[src/rtl/sevenseg_scan_ctrl.sv]
// Four-digit multiplexed seven-segment scanner with a one-deep load buffer that commits only on frame boundaries.
// Optional leading-zero suppression on digits 3..1 when SEVENSEG_LEADING_ZERO_BLANK_EN is defined.
module sevenseg_scan_ctrl #(
  parameter int PRESCALE     = 1000,
  parameter int BLANK_CYCLES = 16
) (
  input  logic        system1000,
  input  logic        system1000_rstn,
  input  logic        load_valid,
  output logic        load_ready,
  input  logic [15:0] load_data,
  input  logic [3:0]  load_dp,
  output logic [11:0] seg_out,
  output logic        frame_tick
);

  localparam int PW = (PRESCALE > 1) ? $clog2(PRESCALE) : 1;
  localparam logic [PW-1:0] PRESC_LAST = PW'(PRESCALE - 1);

  localparam logic [0:0] ST_BLANK = 1'b0;
  localparam logic [0:0] ST_SHOW  = 1'b1;
  // Without a guard band the controller must never sit in BLANK, not even out of reset.
  localparam logic [0:0] ST_RESET = (BLANK_CYCLES == 0) ? ST_SHOW : ST_BLANK;

  generate
    if (PRESCALE <= BLANK_CYCLES) begin : g_param_check
      $error("sevenseg_scan_ctrl: PRESCALE must exceed BLANK_CYCLES");
    end
  endgenerate

  logic [PW-1:0] presc_reg, presc_next;
  logic [1:0]    idx_reg, idx_next;
  logic [0:0]    state_reg, state_next;
  logic [15:0]   disp_reg, pend_reg;
  logic [3:0]    disp_dp_reg, pend_dp_reg;
  logic          pend_full_reg;
  logic [11:0]   seg_out_reg, seg_next;
  logic          tick_stage_reg, frame_tick_reg;
  logic          slot_wrap, frame_boundary, in_blank_next;
  logic [3:0]    nib_sel, anode_sel;
  logic          dp_sel;
  logic [6:0]    segs;

  assign slot_wrap      = (presc_reg == PRESC_LAST);
  assign frame_boundary = slot_wrap && (idx_reg == 2'd3);
  assign presc_next     = slot_wrap ? '0 : presc_reg + PW'(1);
  assign idx_next       = slot_wrap ? idx_reg + 2'd1 : idx_reg;

  generate
    if (BLANK_CYCLES == 0) begin : g_no_blank
      assign in_blank_next = 1'b0;
    end else begin : g_blank
      localparam logic [PW-1:0] BLANK_END = PW'(BLANK_CYCLES);
      assign in_blank_next = (presc_next < BLANK_END);
    end
  endgenerate

  assign state_next = in_blank_next ? ST_BLANK : ST_SHOW;

  genvar gi;
  generate
    for (gi = 0; gi < 4; gi++) begin : g_anode
      assign anode_sel[gi] = (idx_reg != 2'(gi));
    end
  endgenerate

  always_comb begin
    nib_sel = disp_reg[3:0];
    dp_sel  = disp_dp_reg[0];
    case (idx_reg)
      2'd1: begin nib_sel = disp_reg[7:4];   dp_sel = disp_dp_reg[1]; end
      2'd2: begin nib_sel = disp_reg[11:8];  dp_sel = disp_dp_reg[2]; end
      2'd3: begin nib_sel = disp_reg[15:12]; dp_sel = disp_dp_reg[3]; end
      default: ;
    endcase
  end

  function automatic logic [6:0] hex7(input logic [3:0] n);
    case (n)
      4'h0: hex7 = 7'h40;  4'h1: hex7 = 7'h79;  4'h2: hex7 = 7'h24;  4'h3: hex7 = 7'h30;
      4'h4: hex7 = 7'h19;  4'h5: hex7 = 7'h12;  4'h6: hex7 = 7'h02;  4'h7: hex7 = 7'h78;
      4'h8: hex7 = 7'h00;  4'h9: hex7 = 7'h10;  4'hA: hex7 = 7'h08;  4'hB: hex7 = 7'h03;
      4'hC: hex7 = 7'h46;  4'hD: hex7 = 7'h21;  4'hE: hex7 = 7'h06;  default: hex7 = 7'h0E;
    endcase
  endfunction

`ifdef SEVENSEG_LEADING_ZERO_BLANK_EN
  logic lz_blank;
  // A digit is a leading zero when it and every more-significant nibble are zero.
  always_comb begin
    lz_blank = 1'b0;
    case (idx_reg)
      2'd1: lz_blank = (disp_reg[15:4] == 12'h000);
      2'd2: lz_blank = (disp_reg[15:8] == 8'h00);
      2'd3: lz_blank = (disp_reg[15:12] == 4'h0);
      default: ;
    endcase
  end
`endif

  always_comb begin
    segs     = hex7(nib_sel);
`ifdef SEVENSEG_LEADING_ZERO_BLANK_EN
    if (lz_blank) segs = 7'h7F;
`endif
    seg_next = 12'hFFF;
    if (state_reg == ST_SHOW) seg_next = {anode_sel, ~dp_sel, segs};
  end

  always_ff @(posedge system1000 or negedge system1000_rstn) begin
    if (!system1000_rstn) begin
      presc_reg      <= '0;
      idx_reg        <= 2'd0;
      state_reg      <= ST_RESET;
      disp_reg       <= 16'h0000;
      disp_dp_reg    <= 4'h0;
      pend_reg       <= 16'h0000;
      pend_dp_reg    <= 4'h0;
      pend_full_reg  <= 1'b0;
      seg_out_reg    <= 12'hFFF;
      tick_stage_reg <= 1'b0;
      frame_tick_reg <= 1'b0;
    end else begin
      presc_reg      <= presc_next;
      idx_reg        <= idx_next;
      state_reg      <= state_next;
      seg_out_reg    <= seg_next;
      // frame_tick lands on the first cycle seg_out shows the newly committed frame.
      tick_stage_reg <= frame_boundary;
      frame_tick_reg <= tick_stage_reg;
      if (frame_boundary && pend_full_reg) begin
        disp_reg      <= pend_reg;
        disp_dp_reg   <= pend_dp_reg;
        pend_full_reg <= 1'b0;
      end else if (load_valid && !pend_full_reg) begin
        pend_reg      <= load_data;
        pend_dp_reg   <= load_dp;
        pend_full_reg <= 1'b1;
      end
    end
  end

  assign load_ready = ~pend_full_reg;
  assign seg_out    = seg_out_reg;
  assign frame_tick = frame_tick_reg;

endmodule

[config.mk]
export PLATFORM = sky130hd
export DESIGN_NAME = sevenseg_scan_ctrl
export DESIGN_NICKNAME = d
export VERILOG_FILES = /design/src/rtl/sevenseg_scan_ctrl.sv
export SDC_FILE = /design/constraint.sdc
export NUM_CORES = 1
export LEC_CHECK = 0
export CORE_MARGIN = 5
export CORE_UTILIZATION = 30
export DETAILED_ROUTE_END_ITERATION = 7
export PLACE_DENSITY = 0.5
export SYNTH_ARGS = -nofsm -noshare
export SYNTH_HDL_FRONTEND = slang
export SYNTH_SLANG_ARGS = --single-unit
[constraint.sdc]
create_clock -name system1000 -period 2.7 [get_ports system1000]
set_clock_uncertainty 0.1 [all_clocks]
set_input_delay 0.54 -clock system1000 [delete_from_list [all_inputs] [get_ports system1000]]
set_output_delay 0.54 -clock system1000 [all_outputs]
set_load 0.1 [all_outputs]
==> summary.md <==
| Metric | Value |
|---|---|
| Run status | `finished, final reports clean` |
| Final setup vio count | `0` |
| PortBufs | `36` |
| Max FO, Critical Path | `6` |
| Latest clock arrival within the worst-skew pair | `0.34 ns` |
| CTS tree | `done` |
| Grt total ovfl | `0` |
| CP startpoint | `idx_reg[0]` |
| Reg2reg start | `idx_reg[0]` |
| Max-slew headroom | `53.7%` |
| Area contributors post-synth | `dfrtp_1 (47%), mux2_2 (14%), dfstp_2 (11%)` |
| Register area | `1720 um2` |
| Crit Reg-Reg Endpoint | `seg_out[4]` |
| IR drop worst, VDD | `207 uV` |
| Post-synthesis sequential area ratio | `57.7%` |
| Starting Density | `30.6%` |
| # IOs | `37` |
| Slowest cell on crit path | `mux2i_1` |
| Syn Area/Cell | `13.1 um2` |
| Placer Congestion | `0.773` |
| R2R depth | `7` |
| Biggest area consumer among synthesized cells | `dfrtp_1` |
| Post-synth EDFFs | `0` |
| Net Count, Synth | `262` |
| Pins Over Slew Limit | `0` |
| Number of buffers created by CTS | `9` |
| Drt drc | `0` |
| Initial antenna violation count | `0` |
| Lkg Pwr | `1.64 nW` |
| Most used DFF post-synth | `dfrtp_1` |
| CP Buf/Inv Count | `2` |
| HPWL after DPL | `3920 um` |
| CP startpoint kind | `flop` |
| Die Width | `110 um` |
| Worst-path clk slew | `0.07 ns` |
| Tmin final | `2.42 ns` |
| Multi-input logic area | `1180 um2` |
| Max-Cap Viols | `0` |
| Post-synth cell types | `38` |
| Final Power | `2.12 mW` |
| Share of the synthesized area in the top cell type | `47.1%` |
| Total GRT Usage | `10.5%` |
| Final worst path period share | `89.8%` |
| Post-cts hold buffer count | `0` |
| Wirelength, routed | `5450 um` |
| Worst path cell trace | `inv_1 > ha_1 > mux2i_1 > inv_1 > ha_1 > or3_1 > o211ai_1` |
| TNS Setup | `0 ns` |
| Ys Warns | `0` |
| Highest clock rate | `413 MHz` |
| H-tree depth | `3` |
| WL/cell | `13.3 um` |
| Fill cells | `975` |
| CP Capture Type | `flop` |
| Drt first-iter violations | `103` |
| Diode count | `0` |
| Setup CP Type | `reg2reg` |
| Drt first pass iters | `4` |
| Metal2 WL | `2390 um` |
| First-pass GRT wire length | `9630 um` |
| RSZ-0062 raised after global routing | `false` |
| Post-route ant nets | `0` |
| Final Hold Viols | `0` |
| Die Span Y | `110 um` |
| Vias in the first global route | `1,987` |
| Stages on the worst setup path | `7` |
| CTS-repair resized insts | `0` |
| PwrDens | `569 nW/um2` |
| DP Worst Slack | `0.262 ns` |
| Area growth syn-to-layout | `25.0%` |
| Synth top cells by count | `dfrtp_1 (56), mux2_2 (38), nor2_1 (13), dfstp_2 (12)` |
| Clock sinks | `68` |
| Core Region | `9730 um2` |
| WP data required | `2.86 ns` |
| Post-CTS setup buffer count | `0` |
| Share of cells above drive strength 1 | `33.1%` |
| Via Count | `1,856` |
| Gate Count Post-Synth | `228` |
| #FFs+latches synth | `68` |
| Die Area | `12,000 um2` |
| R2r setup slk | `0.28 ns` |
| CP top delay family | `adder cells` |
| Clock buffer depth | `2` |
| Worst-Margin Slew | `0.695 ns` |
| Met1 WL | `2710 um` |
| Vias per inst | `4.52` |
| Top-count cell post-synth | `dfrtp_1` |
| Setup WS post-layout | `0.277 ns` |
| Netlist Area Pre-Place | `2980 um2` |
| Crit path largest cell delay | `0.48 ns` |
| Top Layer Used | `met4` |
| CP Data Arrival Time | `2.58 ns` |
| Largest net degree at the start of global routing | `40` |
| Nets@finish | `307` |
| CTS root buf | `clkbuf_8` |
| HP Class | `in2async` |
| Met3 wire length | `268 um` |
| Num rows | `36` |
| Worst Setup EP | `seg_out[4]` |
| Asr flop ratio synth | `100%` |
## cell usage in the layout, fill, tap and decap left out, types with 2 or more instances in the layout
cell type        Yosys  final
a21oi_1              2      2
xnor2_1              3      3
o21ai_0              6      6
or4_1                2      2
nor3b_1              2      2
buf_4                0     19
dfstp_2             12     12
nor2b_1              2      2
clkinv_2             0      2
nand3_1              6      6
mux2_2              38     38
o211ai_1             2      2
a222oi_1             5      5
and3_1               4      4
nand2_1             11     11
o31a_1               2      2
mux2_1               2      2
clkdlybuf4s50_1      0     21
dfrtp_1             56     56
a31oi_1              2      2
nor2_1              13     13
inv_1               11     11
ha_1                11     11
bufinv_16            0      2
xor2_1               4      4
mux2i_1             11     11
clkbuf_8             0     12
## metal layers
layer | GRT usage, % | up-vias
met2 | 15.0 | 39
met5 | 0 | -
met4 | 5.08 | 0
met1 | 14.5 | 916
met3 | 3.05 | 7
li1 | - | 894
## cells by family after synthesis
| family | share of synthesized area [%] |
|---|---|
| xor gates and xnor gates | 2.06 |
| adders and majority gates | 4.62 |
| buffers and inverters | 2.73 |
| AOI/OAI and AO/OA | 5.38 |
| and+or+nand+nor | 8.24 |
| DFF | 57.7 |
| muxes | 19.3 |
## power breakdown
part	internal (mW)	switching, mW	leakage, nW
logic	0.0547	0.0303	0.669
clock network	0.593	0.369	0.122
registers	1.05	0.0173	0.851
total	1.70	0.416	1.64
## stage by stage
stage,cells,utilization (%),instance area [um2],hold slack (ns)
CTS,411,38.2,3720,0.156
global route,411,38.2,3720,0.197
global placement,395,35.8,3490,0.237
floorplan,228,-,2980,0.144
detailed placement,395,35.8,3490,0.245
finish,411,38.2,3720,0.143
## worst min-delay path by stage
| stage | from | depth (start not counted) | endpoint |
|---|---|---|---|
| 6_report | system1000_rstn | 1 | presc_reg[6] |
| 5_1_grt | system1000_rstn | 1 | presc_reg[6] |
| 4_1_cts | system1000_rstn | 1 | presc_reg[5] |
| 3_5_place_dp | tick_stage_reg | 0 | frame_tick |
| 3_3_place_gp | tick_stage_reg | 0 | frame_tick |
| 2_1_floorplan | system1000_rstn | 0 | disp_dp_reg[0] |
## final cells by class
class	count	area share (%)
inverter	12	1.24
multi-input combinational	140	31.7
timing repair buffer	42	10.2
clock inverter	4	1.88
sequential	68	46.1
clock buffer	12	4.44
tap	133	4.47
No activity file was read; power rests on OpenSTA's default activity.
